`src/rtl/frame_writer_pkg.sv`:
```
// rtl/frame_writer_pkg.sv - shared types and header field layout for the frame configuration writer
package frame_writer_pkg;

  typedef enum logic [1:0] {IDLE, DATA, STROBE, HOLD} state_t;

  localparam logic [3:0] OPC_WRITE_FRAME = 4'hA;

  localparam int OPC_MSB = 31;
  localparam int OPC_LSB = 28;
  localparam int COL_MSB = 23;
  localparam int COL_LSB = 16;
  localparam int FRM_MSB = 15;
  localparam int FRM_LSB = 8;

endpackage

```
`src/rtl/frame_strobe_decoder.sv`:
```
// rtl/frame_strobe_decoder.sv - registered one-hot decode of (column, frame, enable) onto FrameStrobe
module frame_strobe_decoder #(
  parameter int MaxFramesPerCol = 20,
  parameter int NumColumns      = 16
) (
  input  logic                                  CLK,
  input  logic                                  reset,
  input  logic [7:0]                            column,
  input  logic [7:0]                            frame,
  input  logic                                  enable,
  output logic [NumColumns*MaxFramesPerCol-1:0] strobe
);

  logic [NumColumns*MaxFramesPerCol-1:0] strobe_n;

  always_comb begin
    strobe_n = '0;
    for (int c = 0; c < NumColumns; c++) begin
      for (int f = 0; f < MaxFramesPerCol; f++) begin
        if (enable && column == 8'(c) && frame == 8'(f)) begin
          strobe_n[c*MaxFramesPerCol+f] = 1'b1;
        end
      end
    end
  end

  always_ff @(posedge CLK) begin
    if (reset) begin
      strobe <= '0;
    end else begin
      strobe <= strobe_n;
    end
  end

endmodule

```
`src/rtl/frame_config_writer.sv`:
```
// rtl/frame_config_writer.sv - assembles one frame from bitstream words and fires its FrameStrobe pulse
// Optional frames_written counter enabled by FRAME_WRITER_CNT_EN.
module frame_config_writer
  import frame_writer_pkg::*;
#(
  parameter int FrameBitsPerRow = 32,
  parameter int MaxFramesPerCol = 20,
  parameter int NumRows         = 16,
  parameter int NumColumns      = 16
) (
  input  logic                                  CLK,
  input  logic                                  reset,
  input  logic [31:0]                           word_data,
  input  logic                                  word_valid,
  output logic                                  word_ready,
  input  logic                                  err_clr,
  output logic [NumRows*FrameBitsPerRow-1:0]    FrameData,
  output logic [NumColumns*MaxFramesPerCol-1:0] FrameStrobe,
  output logic                                  frame_done,
`ifdef FRAME_WRITER_CNT_EN
  output logic [15:0]                           frames_written,
`endif
  output logic                                  error
);

  localparam int RowW = $clog2(NumRows);
  localparam logic [7:0] COL_LIM = 8'(NumColumns);
  localparam logic [7:0] FRM_LIM = 8'(MaxFramesPerCol);

  state_t         state;
  logic [RowW-1:0] row_cnt;
  logic [7:0]     col_q;
  logic [7:0]     frm_q;
  logic           take;
  logic           hdr_ok;
  logic           last_row;
  logic           unused_hdr_bits;

  assign word_ready = (state == IDLE) || (state == DATA);
  assign take       = word_valid && word_ready;
  assign hdr_ok     = (word_data[OPC_MSB:OPC_LSB] == OPC_WRITE_FRAME) &&
                      (word_data[COL_MSB:COL_LSB] < COL_LIM) &&
                      (word_data[FRM_MSB:FRM_LSB] < FRM_LIM);
  assign last_row   = (row_cnt == RowW'(NumRows - 1));
  assign unused_hdr_bits = ^{word_data[27:24], word_data[7:0]};

  always_ff @(posedge CLK) begin
    if (reset) begin
      state      <= IDLE;
      row_cnt    <= '0;
      col_q      <= '0;
      frm_q      <= '0;
      FrameData  <= '0;
      frame_done <= 1'b0;
      error      <= 1'b0;
    end else begin
      frame_done <= (state == STROBE);
      case (state)
        IDLE: begin
          if (take && hdr_ok) begin
            col_q   <= word_data[COL_MSB:COL_LSB];
            frm_q   <= word_data[FRM_MSB:FRM_LSB];
            row_cnt <= '0;
            state   <= DATA;
          end
        end
        DATA: begin
          if (take) begin
            FrameData[int'(row_cnt)*FrameBitsPerRow +: FrameBitsPerRow] <= word_data;
            // Counter parks on the last row rather than wrapping.
            if (last_row) begin
              state <= STROBE;
            end else begin
              row_cnt <= row_cnt + 1'b1;
            end
          end
        end
        STROBE:  state <= HOLD;
        HOLD:    state <= IDLE;
        default: state <= IDLE;
      endcase
      // A rejected header in the same cycle as err_clr keeps the flag set.
      if (state == IDLE && take && !hdr_ok) begin
        error <= 1'b1;
      end else if (err_clr) begin
        error <= 1'b0;
      end
    end
  end

  frame_strobe_decoder #(
    .MaxFramesPerCol(MaxFramesPerCol),
    .NumColumns     (NumColumns)
  ) u_strobe (
    .CLK   (CLK),
    .reset (reset),
    .column(col_q),
    .frame (frm_q),
    .enable(state == DATA && take && last_row),
    .strobe(FrameStrobe)
  );

`ifdef FRAME_WRITER_CNT_EN
  always_ff @(posedge CLK) begin
    if (reset) begin
      frames_written <= '0;
    end else if (state == HOLD) begin
      frames_written <= frames_written + 16'd1;
    end
  end
`endif

endmodule
```
`config.mk`:
```
export PLATFORM = sky130hd
export DESIGN_NAME = frame_config_writer
export DESIGN_NICKNAME = d
export VERILOG_FILES = /design/src/rtl/frame_writer_pkg.sv /design/src/rtl/frame_strobe_decoder.sv /design/src/rtl/frame_config_writer.sv
export SDC_FILE = /design/constraint.sdc
export NUM_CORES = 1
export LEC_CHECK = 0
export BUFFER_PORTS_ARGS = -buffer_cell sky130_fd_sc_hd__buf_2
export CORE_AREA = 2 2 340 342
export CTS_CLUSTER_SIZE = 28
export DETAILED_ROUTE_END_ITERATION = 8
export DIE_AREA = 0 0 342 344
export PLACE_DENSITY = 0.44
export RECOVER_POWER = 25
export SYNTH_ARGS = -nofsm -noshare
export SYNTH_HDL_FRONTEND = slang
export SYNTH_HIERARCHICAL = 1
export SYNTH_SLANG_ARGS = --single-unit
```
`constraint.sdc`:
```
create_clock -name CLK -period 6.9 [get_ports CLK]
set_input_delay 0.69 -clock CLK [delete_from_list [all_inputs] [get_ports CLK]]
set_output_delay 0.69 -clock CLK [all_outputs]
set_load 0.02 [all_outputs]
```
Word-level counts from Yosys, hierarchy flattened
Index checks and enable logic that the tools add are counted.
{"block": "totals", "register_bits": 856, "output_inout_bits": 835}
{"block": "classes", "n_addsub": 2, "n_lt_le_gt_ge": 2, "n_eq_ne": 43, "shift": 2, "muxes": 331, "n_reduce_logical": 355}
{"cell": "$bwmux 512", "count": 1}
{"cell": "$shift 32x33->512 const A", "count": 1}
{"cell": "$shiftx 32x33->512", "count": 1}
{"cell": "$logic_and 1x1->1", "count": 344}
{"cell": "$mux 1", "count": 322}
{"cell": "$eq 8x4->1 const B", "count": 16}
{"cell": "$eq 8x3->1 const B", "count": 8}
{"cell": "$neg 9->33", "count": 1}
{"cell": "$eq 8x2->1 const B", "count": 4}
{"cell": "$eq 8x5->1 const B", "count": 4}
{"cell": "$eq 8x1->1 const B", "count": 2}
{"cell": "$logic_not 8->1", "count": 2}
{"cell": "$lt 8x5->1 const B", "count": 2}
{"cell": "$mux 4", "count": 3}
{"cell": "$eq 4x4->1 const B", "count": 2}
{"cell": "$pmux 2 s4", "count": 1}
{"cell": "$pmux 4 s2", "count": 1}
{"cell": "$mux 2", "count": 3}
{"cell": "$ne 2x2->1 const B", "count": 3}
{"cell": "$add 4x1->4 const B", "count": 1}
{"cell": "$eq 2x2->1 const B", "count": 2}
{"cell": "$reduce_and 2->1", "count": 2}
{"cell": "$reduce_and 4->1", "count": 1}
{"cell": "$reduce_bool 2->1", "count": 2}
{"cell": "6 further kinds", "count": 6}

Depth between registers and ports, before layout
{"block": "logic_depth", "word_depth": 8, "depth_mapped": 11, "mapped_depth_nobuf": 7}

By module
The synthesis kept the hierarchy.
{"mod": "frame_config_writer", "n_inst": 1, "cells_per_inst": 2273, "area_each_um2": 19870.3}
{"mod": "frame_strobe_decoder", "n_inst": 1, "cells_per_inst": 847, "area_each_um2": 8946.1}

Worst setup path before layout
No wires, ideal clock.
{"block": "synth_path", "path_kind": "reg-to-reg", "startpoint": "register row_cnt[0]", "endpoint": "register FrameData[40]", "arrival_ps": 2292, "t_required_ps": 6783, "slack_ps": 4490, "path_stages_with_launch": 11, "period_less_slack_ps": 2410, "path_cell_list": "dfxtp_1 > clkbuf_1 > nor3_1 > ha_1 > and2_1 > buf_2 > nand4_4 > and2_1 > buf_2 > buf_4 > a32o_1"}
{"block": "synth_via", "elab_chain_cells": 3, "elab_cells_between_ends": 4}
{"element": "start, declared", "line": "frame_config_writer.sv:31", "source": "logic [RowW-1:0] row_cnt;"}
{"element": "start signal, assigned", "line": "frame_config_writer.sv:74", "source": "row_cnt <= row_cnt + 1'b1;"}
{"element": "$neg 9->33 (*)", "line": "frame_config_writer.sv:69", "source": "FrameData[int'(row_cnt)*FrameBitsPerRow +: FrameBitsPerRow] <= word_data;"}
{"element": "$shiftx 32x33->512 / $shift 32x33->512 (equally long branches)", "line": "frame_config_writer.sv:69"}
{"element": "$bwmux 512 (*)", "line": "frame_config_writer.sv:69"}
{"element": "end signal, assigned by index", "line": "frame_config_writer.sv:69"}
{"element": "end, declared", "line": "frame_config_writer.sv:17", "source": "output logic [NumRows*FrameBitsPerRow-1:0] FrameData,"}
Every way passes the cells marked *; elsewhere a longest branch is shown, timed or not.
A chain may end at the register's enable or synchronous reset.

Worst setup path in the final report
{"block": "layout_path", "startpoint": "input reset", "endpoint": "register FrameData[485]"}
{"element": "start, declared", "line": "frame_config_writer.sv:12", "source": "input logic reset,"}
No word-level cell between the ends.

==> metrics.csv <==
stage,metric,value,unit
power_and_ir_drop,p_sw_share,23.0,%
setup_path,r2r_start,row_cnt[0],
global_routing,grt_pass1_wl,195000,µm
setup_path,path_class,in2reg,
clock_network,clk_pin_slew,60,ps
run_status,outcome,finished with violations,
clock_network,cts_resized,0,
layout,register_area,0.0171,mm²
floorplan,initial_core_util,25.3,%
setup_path,r2r_slack,2880,ps
timing,worstMarginPinSlew,3330,ps
placed_design,io_buffers,870,
logic_synthesis,synth_cell_types,61,
timing,report.final.slew_viol_count,55,
timing,fmax,196,MHz
layout,drive_gt1_share,19.6,%
timing,fin_skew,41.7,ps
logic_synthesis,yosysSeqAreaShare,59.5,%
logic_synthesis,synth-compound-area-share,13.1,%
floorplan,fp.dieW,342,µm
logic_synthesis,synth_top_family_by_area,simple AND/OR/NAND/NOR gates,
logic_synthesis,synth_edf_count,0,
layout,multiInputGateArea,0.0105,mm²
global_routing,grt_overflow,0,
logic_synthesis,synth_nets,3165,
detailed_routing,routedWlPerCell,26.0,µm
layout,fillers,12240,
worst_hold_path,holdPathEnd,error,
run_status,violations,"max-capacitance violations, max-slew violations",
placed_design,dp_cells,5247,
detailed_routing,ant_nets,0,
logic_synthesis,yosys_most_used_dff,dfxtp_1,
global_routing,antenna_found_initial,5,
setup_path,setup.worst_path.start_class,input pin,
worst_hold_path,hold_depth,4,
logic_synthesis,synthSimpleGateAreaFrac,21.1,%
setup_path,worstPathArrival,5690,ps
power_and_ir_drop,p_switching,2.44,mW
layout,area_growth,29.1,%
timing,rsz0062_at_grt,false,
power_and_ir_drop,irDropWorstVdd,0.173,mV
floorplan,core,0.114,mm²
setup_path,cp_max_fo,93,
clock_network,cts_tree,done,
floorplan,die_area,0.118,mm²
setup_path,ff2ff_path_depth,6,
layout,final_common_cell,dfxtp_1,
floorplan,rows,124,
logic_synthesis,synth.avg_cell_area,9.24,µm²
clock_network,postCtsSetupRepairBufs,0,
setup_path,worstSetupEndpointType,flop,
power_and_ir_drop,p_int,8.17,mW
logic_synthesis,syn_inst,3120,
clock_network,clock_tree.htree_level_count,3,
worst_hold_path,min-delay-start,err_clr,
detailed_routing,vias,26599,
power_and_ir_drop,p_seq_share,46.5,%
clock_network,cts_root_buf,clkbuf_16,
placed_design,place_hpwl,95300,µm
detailed_routing,routed_via_density,4.90,
clock_network,clock_latency,690,ps
worst_hold_path,hp-class,in2reg,
clock_network,cts_hold_buffers,0,
timing,min_period_over_period,73.8,%
timing,setup_violations,0,
logic_synthesis,synth_warnings,6,
placed_design,place_congestion,0.839,
power_and_ir_drop,combPwrFrac,2.0,%
detailed_routing,drc_errors,0,
layout,layout_common_cells,"dfxtp_1 (856), buf_2 (448), clkbuf_1 (439)",
clock_network,cts_num_sinks,856,
layout,layout.nets,3878,
logic_synthesis,synth_mux_area_share,1.11,%
flow_run,cap_violations,1,
global_routing,grt_pass1_vias,25135,
logic_synthesis,syn_area,0.0288,mm²
power_and_ir_drop,leakage,13.5,nW
setup_path,r2r-end,FrameData[122],
global_routing,grt_max_degree,96,
floorplan,die_y,344,µm
logic_synthesis,async_reset_ff_share,0,%
setup_path,crit_required,7490,ps
detailed_routing,drt-total-wl,141000,µm
logic_synthesis,ys_seq_elements,856,
clock_network,cts_made_buffers,96,
clock_network,clock_path_buffers,3,
timing,fin_crit,5090,ps
power_and_ir_drop,power_frac_clock,51.4,%
timing,max-slew-margin-rel,-122,%
floorplan,io_pins,871,
layout,utilization,32.7,%
detailed_routing,initialDrtViolationCount,2073,
logic_synthesis,synth_xor_area_share,0.152,%
detailed_routing,firstDrtPassIters,5,
global_routing,grtUsageTotal,22.7,%
layout,stdcell_count,5427,
power_and_ir_drop,power.density,285,mW/mm²
logic_synthesis,synthAdderAreaFrac,0.391,%
timing,tns,0,ps
timing,hold_viol,0,
[layout make-up]
cell class              count  share of cell area, %
flip-flops and latches    856                   46.1
multi-input cells        1947                   28.2
well taps                1512                   5.08
repair buffers            922                   11.4
diodes                      3                 0.0202
inverters                  10                  0.108
clock inverters            39                   1.56
clock buffers             138                   7.58
[logic make-up after synthesis]
family / Yosys count
AND/OR/NAND/NOR: 1275
flip-flops: 856
AO/OA/AOI/OAI: 629
buffers and inverters: 317
multiplexers: 32
adder cells (fa/ha/maj): 9
XOR/XNOR: 2
[per-stage QoR]
stage / instance area (µm²) / hold slack, ps / power [mW] / setup slack, ps
final: 37200 / 357 / 10.6 / 1810
after global routing: 37200 / 378 / 10.9 / 1510
after CTS: 37700 / 294 / 10.7 / 2920
after detailed placement: 34300 / 436 / 5.27 / 2930
after global placement: 34300 / 431 / 5.27 / 3010
after floorplan: 28800 / 431 / 5.14 / 4490
[power groups by stage]
stage | sequential (mW) | combinational, mW | clock [mW]
final | 4.94 | 0.214 | 5.46
after global routing | 4.94 | 0.218 | 5.77
after CTS | 4.94 | 0.215 | 5.58
after detailed placement | 5.05 | 0.214 | 0
after global placement | 5.05 | 0.215 | 0
after floorplan | 5.05 | 0.0853 | 0
[how the worst max path moves through the flow]
stage,from,to,slack [ps],cells after the start
3_3_place_gp,row_cnt[0],FrameData[43],3010,6
4_1_cts,row_cnt[0],FrameData[47],2920,6
5_1_grt,reset,FrameData[44],1510,5
6_report,reset,FrameData[485],1810,5
2_1_floorplan,row_cnt[0],FrameData[40],4490,10
3_5_place_dp,row_cnt[0],FrameData[47],2930,6
[cell usage after synthesis (2+ instances only)]
library cell  number  area (µm²)
dfxtp_1          856       17100
nand2_1          365        1370
nand3_1          347        1740
a21oi_1          284        1420
clkbuf_1         198         743
nor2_1           196         736
nor3_1           176         881
o21ai_0          147         736
buf_2             73         365
a31o_2            54         473
nand4_1           53         332
o21ai_1           51         255
nor4_1            39         244
mux2i_1           32         320
o31ai_1           30         225
a32o_1            28         280
buf_1             21        78.8
a31o_1            16         140
nor2b_1           16         100
or3_1             15        93.8
and2_1            14        87.6
buf_4             12        90.1
ha_1               9         113
inv_1              9        33.8
nand2b_1           8        50.1
or2_2              6        37.5
and4b_1            5        50.1
nor4bb_1           5        50.1
nor4b_1            4        35.0
a41oi_1            3        26.3
and4_1             3        26.3
nand4_2            3        37.5
o2111a_1           3        33.8
o2111ai_1          3        26.3
or4_1              3        22.5
clkbuf_2           2        10.0
nand3_2            2        20.0
nor3_2             2        20.0
nor3_4             2        32.5
nor3b_1            2        15.0
o2111ai_2          2        30.0
o2111ai_4          2        52.6
[sequential cells by signal, indices dropped and copies added, names as in the netlist]
register and cells:
FrameData 512, frm_q 8, state 2, frame_done 1, u_strobe/strobe 320, col_q 8, row_cnt 4, error 1
[layer usage]
layer  track usage [%]  share of wire [%]  vias to the layer above
li1                  -                  -                    12308
met1              28.0                 41                    12995
met2              37.4                 47                     1085
met3              6.60                8.5                      211
met4              8.87                3.6                        0
met5                 0                  0                        -
[worst max-delay path, stage by stage]
cell and delay, ps:
buf_8 360, clkbuf_1 2400, inv_4 920, buf_4 730, a31o_2 410
(Power assumes the default switching activity.)
